==> src/rtl/pm_fetch_unit.sv <==
// pm_fetch_unit: program-memory fetch with redirects, return stack and stall handling
module pm_fetch_unit #(
  parameter int PMA_SIZE = 16,
  parameter int PMD_SIZE = 32,
  parameter int STK_DEPTH = 8,
  parameter logic [PMA_SIZE-1:0] RESET_PC = '0
) (
  input  logic                         clk,
  input  logic                         reset,
  input  logic                         stall,
  input  logic                         jmp_en,
  input  logic                         call_en,
  input  logic                         rts_en,
  input  logic [PMA_SIZE-1:0]          tgt_add,
  input  logic [PMD_SIZE-1:0]          pm_ps_op,
  output logic                         ps_pm_cslt,
  output logic                         ps_pm_wrb,
  output logic [PMA_SIZE-1:0]          ps_pm_add,
  output logic [PMD_SIZE-1:0]          inst,
  output logic [PMA_SIZE-1:0]          inst_pc,
  output logic                         inst_vld,
  output logic [$clog2(STK_DEPTH):0]   stk_lvl,
  output logic                         stk_ovf,
  output logic                         stk_unf
);
  localparam int SW = $clog2(STK_DEPTH);
  logic [PMA_SIZE-1:0] fa_q, fa_d, inst_pc_q;
  logic run_q, inst_vld_q, ovf_q, unf_q;
  logic [SW:0] lvl_q, lvl_d;
  logic [SW-1:0] top_idx;
  logic [PMA_SIZE-1:0] stk_q [STK_DEPTH];
  logic adv, rts_ok, rts_bad, call_ok, push, jmp_ok, redir;
  // Redirect decode and next fetch address; requests only count on a valid instruction
  always_comb begin
    adv     = run_q & ~stall;
    rts_ok  = inst_vld_q & rts_en & (lvl_q != '0);
    rts_bad = inst_vld_q & rts_en & (lvl_q == '0);
    call_ok = inst_vld_q & ~rts_en & call_en;
    push    = call_ok & (lvl_q != (SW+1)'(STK_DEPTH));
    jmp_ok  = inst_vld_q & ~rts_en & ~call_en & jmp_en;
    redir   = rts_ok | call_ok | jmp_ok;
    top_idx = SW'(lvl_q - 1'b1);
    fa_d    = rts_ok ? stk_q[top_idx] : (call_ok | jmp_ok) ? tgt_add : fa_q + 1'b1;
    lvl_d   = rts_ok ? lvl_q - 1'b1 : push ? lvl_q + 1'b1 : lvl_q;
  end
  // Fetch pipeline state; everything freezes while stalled
  always_ff @(posedge clk or negedge reset) begin
    if (!reset) begin
      fa_q       <= RESET_PC;
      run_q      <= 1'b0;
      inst_pc_q  <= '0;
      inst_vld_q <= 1'b0;
      lvl_q      <= '0;
      ovf_q      <= 1'b0;
      unf_q      <= 1'b0;
    end else begin
      run_q <= 1'b1;
      if (adv) begin
        inst_pc_q  <= fa_q;
        inst_vld_q <= ~redir;
        fa_q       <= fa_d;
        lvl_q      <= lvl_d;
        ovf_q      <= ovf_q | (call_ok & ~push);
        unf_q      <= unf_q | rts_bad;
      end
    end
  end
  // Return-address storage is not reset; run_q is low during reset so no push can land
  always_ff @(posedge clk) begin
    if (adv && push) stk_q[lvl_q[SW-1:0]] <= inst_pc_q + 1'b1;
  end
  assign ps_pm_cslt = run_q & ~stall;
  assign ps_pm_wrb  = 1'b0;
  assign ps_pm_add  = fa_q;
  assign inst       = pm_ps_op;
  assign inst_pc    = inst_pc_q;
  assign inst_vld   = inst_vld_q;
  assign stk_lvl    = lvl_q;
  assign stk_ovf    = ovf_q;
  assign stk_unf    = unf_q;
endmodule

==> config.mk <==
export PLATFORM = sky130hd
export DESIGN_NAME = pm_fetch_unit
export DESIGN_NICKNAME = d
export VERILOG_FILES = /design/src/rtl/pm_fetch_unit.sv
export SDC_FILE = /design/constraint.sdc
export NUM_CORES = 1
export LEC_CHECK = 0
export ABC_CLOCK_PERIOD_IN_PS = 3150
export CAP_MARGIN = 25
export CORE_MARGIN = 4
export CORE_UTILIZATION = 48
export DETAILED_ROUTE_END_ITERATION = 7
export PLACE_DENSITY = 0.76
export SLEW_MARGIN = 40
export SYNTH_ARGS = -nofsm -noshare
export SYNTH_HDL_FRONTEND = slang
export SYNTH_SLANG_ARGS = --single-unit
==> constraint.sdc <==
create_clock -name clk -period 3.15 [get_ports clk]
set_input_delay 0.63 -clock clk [delete_from_list [all_inputs] [get_ports clk]]
set_output_delay 0.63 -clock clk [all_outputs]
set_load 0.05 [all_outputs]
==> reports/results.txt, run 1 <==
The H-tree was split into 4 levels. On the critical path, the stage with the largest delay is an instance of sky130_fd_sc_hd__clkdlybuf4s50_1. Leaving out fill and tap cells, the most frequent cell in the layout is sky130_fd_sc_hd__edfxtp_1. The family with the most delay on the worst path was buffers and inverters.

STA classifies the critical path endpoint as a primary output. The main combinational cell family by area after synthesis was multiplexers. Synthesis produced 516 cells.

For this run, the slowest stage of the critical path takes 890 ps. Setup violations remaining at the end of the flow were counted as 0. Overall power consumption after layout is estimated at 8.30 mW. XOR/XNOR share of the synthesized area: 2.69%. STA classifies the critical path startpoint as a flip-flop. In this run the worst path has a maximum fanout of 12. In the layout the commonest cells are 128 x sky130_fd_sc_hd__edfxtp_1, 64 x sky130_fd_sc_hd__nand2_1, 59 x sky130_fd_sc_hd__clkdlybuf4s50_1. The logs give 0.802 for the routability congestion estimate and 5.22 mW for the internal power summed over all cells. 127 I/O pins were placed. The first-pass GRT wire length was 28,600 um.

Setup total negative slack on the finished layout was measured at 0 ps. After floorplanning, the core was sized to cover 0.0153 mm^2. The mean instance size in the synthesized netlist is 14.5 um^2. For the total count of max-transition violations in the final report, the log shows 0. The synthesized net count was 574; the share of Yosys cell area claimed by the top area cell type was 51.3%.

Measured against the total synthesized area, the mux share comes to 10.4%. The worst pin sits at a relative slew slack of 48.9%. For the pin with the worst max-slew slack, the measured transition is 766 ps. The worst slack at placement was 501 ps; the height of the chip was 133 um. Setup repair after global routing left no endpoint under its margin.

The required time reported for the critical path endpoint was 2520 ps; the instance count on the critical path was 1. The initial utilization of the core area, before any placement, comes to 49.1%. By area the synthesized netlist is led by sky130_fd_sc_hd__edfxtp_1 51%, sky130_fd_sc_hd__dfrtp_1 13%, sky130_fd_sc_hd__mux4_2 7.5%, sky130_fd_sc_hd__buf_4 3.3%, sky130_fd_sc_hd__nand2_1 3.2%. TritonCTS built the clock tree. Yosys mapped a number of flops with a built-in enable equal to 128. The run finished with clean final reports. The via density per instance was 5.99. Counting flops and latches in the post-synthesis netlist gives 168.

In this run, the number of DRC markers left after iteration 0 of detailed routing was 670. After detailed routing, the average wire length per cell comes to 23.5 um. For this design the static power due to leakage is 3.13 nW. For the clock group share of total power, the log shows 25.7%. The power density over cell area was 944 mW/mm^2. After global routing the overflow that remains totals 0. The signal on the critical path passes through clkdlybuf4s50_1.

After synthesis the cells add up to 0.00750 mm^2. The number of post-CTS setup repair buffers was 0. The switching share of power came out at 37.2%. Worst hold path class: in2async. The arrival time of data at the critical path endpoint was 1930 ps.

The final route contains 4,697 vias. Relative to the synthesized area, the layout overhead comes to 17.2%. The most common flop cell mapped by yosys was sky130_fd_sc_hd__edfxtp_1. Entering global routing, the biggest net connects 37 pins. The number of remaining DRC errors came out at 0. The number of buffers and inverters on the critical path works out to 1. Complex-gate fraction of the synthesized area: 7.06%. The clock-pin transition on the worst setup and hold timing paths works out to 70 ps. After synthesis, the share of flip-flops with an asynchronous set or reset is 23.8%. For the count of fill cells added during filler insertion, the log shows 1,169. Max-cap violations in this run came to 0. No sink is reached through more buffers than the 2 on the longest clock path. The type of the worst setup path is reg2out. The count of yosys warnings during synthesis is 0.

The die covers 0.0177 mm^2. The post-cts sizing count is 0, and the final antenna-violating net count is 0. The tools report the sequential cell area as 0.00485 mm^2.

The number of search-and-repair iterations in the first detailed-routing pass is 5. The master cell of the clock root buffer is sky130_fd_sc_hd__clkbuf_16. The number of buffers inserted by hold repair at cts is 0, and the number of inserted diodes is 0. For the finished layout, the period the worst path requires is 2560 ps.

Global routing used 21.7% of the available tracks. Final hold violation count: 0. The largest area contributor in the synthesized netlist was sky130_fd_sc_hd__edfxtp_1. The post-route netlist has 16.1% of its cells at a drive strength greater than 1. The area of combinational cells with multiple inputs is 0.00225 mm^2. The count of distinct cell types in the synthesized netlist was 55; the sequential-to-total area share from yosys stat was 64.6%.

Timing would allow up to 0.390 GHz. The final design area excluding fillers was 0.00879 mm^2; the fraction of the mapped netlist area in simple logic gates was 8.98%. TritonCTS created 17 clock buffers. Once placement finished, the instance area stood at 0.00819 mm^2. The clock net in this run drives a total of 168 sinks. For this block, the routed nets add up to 18,400 um of wire. Per report_power, the combinational group accounts for 36.4% of the total. The tightest hold path in the finished design has a slack of 204 ps. During placement, the flow inserted port buffers numbering 61.

For the worst flop-to-flop path, the logic depth is 7. The run gives 618 as the final-stage net count. Row generation in the floorplan step produced 45 rows.

The number of antenna violations at the first check in global routing is 0. The worst-skew pair later-pin latency is 440 ps. The synthesized netlist devotes 0.667% of its cell area to adder and majority cells. Part of the total power dissipated in sequential elements: 38.0%. The via count of the first global-routing pass was 4,850. The final worst-path setup slack is 587 ps, and the sum of net half-perimeters after detailed placement is 11,700 um. For the final database, setup skew stands at 9.78 ps. Across the VDD grid, the largest voltage drop is 0.000537 V. The portion of the clock cycle consumed by the worst path in the final layout works out to 81.4%.

The analysis attributes to net switching a power of 3.09 mW. The die outline width was 133 um.
layout make-up:
| cell class | instances | area share [%] |
|---|---|---|
| inverters | 8 | 0.342 |
| flip-flops and latches | 168 | 55.1 |
| repair buffers | 83 | 9.02 |
| clock buffers | 17 | 4.84 |
| well taps | 211 | 3.00 |
| clock inverters | 15 | 2.05 |
| multi-input cells | 282 | 25.6 |
power by group through the flow:
stage	clock network, mW	logic, mW	registers, mW
after floorplan	0	1.64	3.69
final	2.13	3.02	3.15
after detailed placement	0	3.01	3.18
after global routing	2.25	3.24	3.19
after CTS	2.15	3.05	3.14
after global placement	0	2.95	3.17
state kept, by name, indices dropped and copies added, names as in the netlist:
register / count
stk_q: 128
inst_pc: 16
ps_pm_add: 16
stk_lvl: 4
inst_vld: 1
run_q: 1
stk_ovf: 1
stk_unf: 1
cells in the mapped netlist, types with 9 or more instances:
cell type,count
sky130_fd_sc_hd__edfxtp_1,128
sky130_fd_sc_hd__a21oi_1,10
sky130_fd_sc_hd__clkbuf_1,11
sky130_fd_sc_hd__nand3_1,9
sky130_fd_sc_hd__o21ai_0,14
sky130_fd_sc_hd__buf_4,33
sky130_fd_sc_hd__nor3_1,10
sky130_fd_sc_hd__buf_2,9
sky130_fd_sc_hd__dfrtp_1,40
sky130_fd_sc_hd__nor2_1,28
sky130_fd_sc_hd__nand4_1,10
sky130_fd_sc_hd__xnor2_1,16
sky130_fd_sc_hd__nand2_1,64
sky130_fd_sc_hd__mux4_2,25
worst register-to-register path: stages, from the launching register on:
cell                      delay [ps]
sky130_fd_sc_hd__dfrtp_1         520
sky130_fd_sc_hd__inv_1           140
sky130_fd_sc_hd__ha_1            430
sky130_fd_sc_hd__buf_12          250
sky130_fd_sc_hd__mux4_2          380
sky130_fd_sc_hd__a22oi_2         300
sky130_fd_sc_hd__inv_1            80
sky130_fd_sc_hd__o32a_1          320
per-stage QoR:
stage                     util, %  instances
after floorplan                 -        516
after global placement       53.6        752
after detailed placement     53.6        752
after CTS                    57.6        784
after global routing         57.6        784
final                        57.6        784
kinds of logic after synthesis:
kind of cell / Yosys count
adder cells (fa/ha/maj): 4
flip-flops: 168
multiplexers: 35
AO/OA/AOI/OAI: 74
AND/OR/NAND/NOR: 144
other: 2
buffers and inverters: 66
XOR/XNOR: 23
metal layers:
metal	global-route usage [%]	up-vias	wire [um]
met3	5.21	78	1840
met2	34.4	268	8940
met5	0	-	0
li1	-	2019	-
met1	28.5	2332	6930
met4	10.5	0	733
worst paths after layout:
path | slack, ps | start | end
max in group asynchronous | 2260 | reset | ps_pm_add[11]
min in group clk | 460 | stk_ovf | stk_ovf
worst max-delay path | 590 | stk_lvl[2] | stk_lvl[2]
worst max register to register | 600 | stk_lvl[1] | ps_pm_add[9]
worst min-delay path | 200 | reset | stk_unf
worst min register to register | 460 | stk_ovf | stk_ovf
No activity file was read; power rests on OpenSTA's default activity.
==> run 2, diff against run 1 <==
--- a/config.mk
+++ b/config.mk
@@ -5,7 +5,7 @@
 export SDC_FILE = /design/constraint.sdc
 export NUM_CORES = 1
 export LEC_CHECK = 0
-export ABC_CLOCK_PERIOD_IN_PS = 3150
+export ABC_CLOCK_PERIOD_IN_PS = 2290
 export CAP_MARGIN = 25
 export CORE_MARGIN = 4
 export CORE_UTILIZATION = 48
==> constraint.sdc (replaced) <==
create_clock -name clk -period 2.29 [get_ports clk]
set_input_delay 0.458 -clock clk [delete_from_list [all_inputs] [get_ports clk]]
set_output_delay 0.458 -clock clk [all_outputs]
set_load 0.05 [all_outputs]
==> run 2 against run 1 <==
  * Non-clock buffer count grew 23
  * Combinational power grew 47%
  * Critical endpoint is now stk_lvl[1]
  * Via count grew 2.4%
  * Sequential share of layout area shrank 2.8 points
  * Hold slack lost 100 ps
  * Clock power grew 37%
  * Clock-buffer cell count grew 5
  * Global-route usage grew 0.088 points
  * Final area grew 5.4%
  * Highest routed layer unchanged
==> reports/results.txt, run 2 (same netlist as run 1, synthesis figures left out) <==
For the sum of net half-perimeters after detailed placement, the log shows 13,000 um. The number of inserted diodes was 0. Routed signal wires occupy layers up through met4. The signal on the critical path passes through buf_4 -> clkdlybuf4s50_1. The final layout contains 641 nets. The routed wire length per instance is 23.1 um, and the number of violations of the max-capacitance limit is 0. Data on the critical path is required at its endpoint by 1830 ps.

The number of search-and-repair iterations in the first detailed-routing pass is 5, and the arrival time of data at the critical path endpoint is 1780 ps. The number of remaining DRC errors was 0. The peak per-stage delay on the critical path is 830 ps, and the clock-pin transition on the worst setup and hold timing paths is 60 ps. The peak fanout along the critical path is 7. The flow ran to the end, and the final reports show no timing, DRC or antenna violations. The height of the chip is 133 um, and the total met2 wirelength after detailed routing is 8770 um.

Setup repair after global routing left no endpoint under its margin. The number of DRC violations after detailed-routing iteration 0 is 450. The most common cell after layout, fill and taps aside was sky130_fd_sc_hd__edfxtp_1. For the total count of max-transition violations in the final report, the log shows 0.

Clock latency on the worst-skew pair, taken at its later pin, is 420 ps. Post-CTS timing repair inserted 0 buffers for setup. The H-tree was split into 4 levels. Headroom to the max-slew limit came out at 49.6%.

The count of nets left with antenna violations once routing finished came out at 0. The measured slew at the worst slew-check pin works out to 756 ps. The clock arrives with 7.40 ps of skew.

The number of buffers inserted during clock tree synthesis was 17. Total routed wire length on the met1 layer: 7380 um. The final critical delay including setup and external delays came out at 2240 ps. The tools report the endpoint of the lowest-slack register-to-register path as ps_pm_add[14]. For the number of buffers on the longest clock path, the log shows 2. The type of the worst setup path is reg2out.

For this design the top-level I/O count stands at 127. The tree is rooted in a sky130_fd_sc_hd__clkbuf_16. The routed layout has 4,810 vias. In this run the register-to-register setup slack is 100 ps. For this design, the sink count on the clock tree is 168. The tools report the worst IR drop on VDD as 0.000706 V. For the first-pass GRT wire length, the log shows 28,800 um. After global routing the overflow that remains totals 0. The tools report the highest clock frequency the design can meet as 0.446 GHz.

The register with the most flip-flops in the layout has 128 of them. Final hold analysis gives a worst-case slack of 104 ps. The floorplan step defined a die boundary enclosing 0.0177 mm^2. The tools report the via count of the first global-routing pass as 4,820. In this run the critical register-to-register path is launched from stk_lvl[0].

Portion of the clock cycle consumed by the worst path in the final layout: 97.9%. Dividing the detail-routed via count by the number of cells gives 5.96. The starting density of the core came out at 49.1%.

The die is 133 um wide. The leakage power of the design is 3.35 nW. The area growth from synthesis to layout came out at 23.6%. The final core area utilization was 60.7%. The cell type of the slowest stage on the worst timing path is sky130_fd_sc_hd__clkdlybuf4s50_1. The count of buffers added on input and output ports is 61.

Across every metal layer, demand over resource in global routing totals 21.8%. For the count of final setup violators, the log shows 0. In this run the power density over the cells is 1260 mW/mm^2. Total power for the finished layout comes to 11.7 mW. Leaving out fill and tap cells, the most frequent cells in the layout are 128 x sky130_fd_sc_hd__edfxtp_1, 62 x sky130_fd_sc_hd__nand2_1, 50 x sky130_fd_sc_hd__clkdlybuf4s50_1. In the final layout, the share of cells above drive strength 1 is 21.0%.

For the number of antenna violations at the first check in global routing, the log shows 0. The detailed-routed wire length on met3 was 1730 um. The number of rows in the core area is 45, and the sum of routed wire length over all layers is 18,600 um. The category of the worst setup path launch point is a flip-flop. The floorplan step defined a core boundary enclosing 0.0153 mm^2. The routability congestion estimate is 0.873.

Entering global routing, the biggest net connects 37 pins. The worst hold path class is in2async. TritonCTS built the clock tree. The worst setup path is captured at a primary output. For the worst flop-to-flop path, the logic depth is 5. Final hold violation count: 0.
run 2: report_power, final:
group | internal, mW | leakage [nW] | total, mW | switching (mW)
sequential | 3.80 | 1.64 | 4.31 | 0.510
combinational | 1.85 | 1.43 | 4.45 | 2.61
clock | 1.81 | 0.279 | 2.92 | 1.11
run 2: cell type report:
cell class,instances,area (um^2)
Sequential cell,168,4850
Fill cell,1089,5990
Inverter,8,37.5
Tap cell,211,264
Timing Repair Buffer,106,1170
Clock buffer,22,444
Clock inverter,10,155
Multi-Input combinational cell,282,2350
run 2: metal layers:
metal  track usage (%)  vias to the layer above
met1              29.4                     2405
met4              9.93                        0
met3              5.78                       72
met2              33.5                      268
met5                 0                        -
li1                  -                     2065
run 2: worst max path at each step:
stage,end,from
after floorplan,stk_q[0][0],stk_lvl[0]
after global placement,stk_q[5][7],rts_en
after detailed placement,stk_q[7][7],rts_en
after CTS,ps_pm_add[4],ps_pm_add[4]
after global routing,stk_lvl[1],stk_lvl[1]
final,stk_lvl[1],stk_lvl[1]
run 2: through the flow:
step	setup WS [ps]	instance area [um^2]	cells	setup TNS, ps
final	48.2	9270	807	0
after global routing	1.23	9270	807	0
after CTS	16.6	9260	807	0
after detailed placement	-102	8670	775	-7700
after global placement	-23.8	8670	775	-1700
after floorplan	-356	7680	516	-25400
run 2: repair_timing:
| action | in CTS | in global routing |
|---|---|---|
| gates resized for setup | 5 | 3 |
| endpoints found under the setup margin | 5 | 3 |
| hold buffers | 0 | 0 |
run 2: critical path, delay by kind of cell, from the launching register on:
kind / cells / cell delay (ps)
buffers and inverters: 2 / 1010
flip-flops: 1 / 350
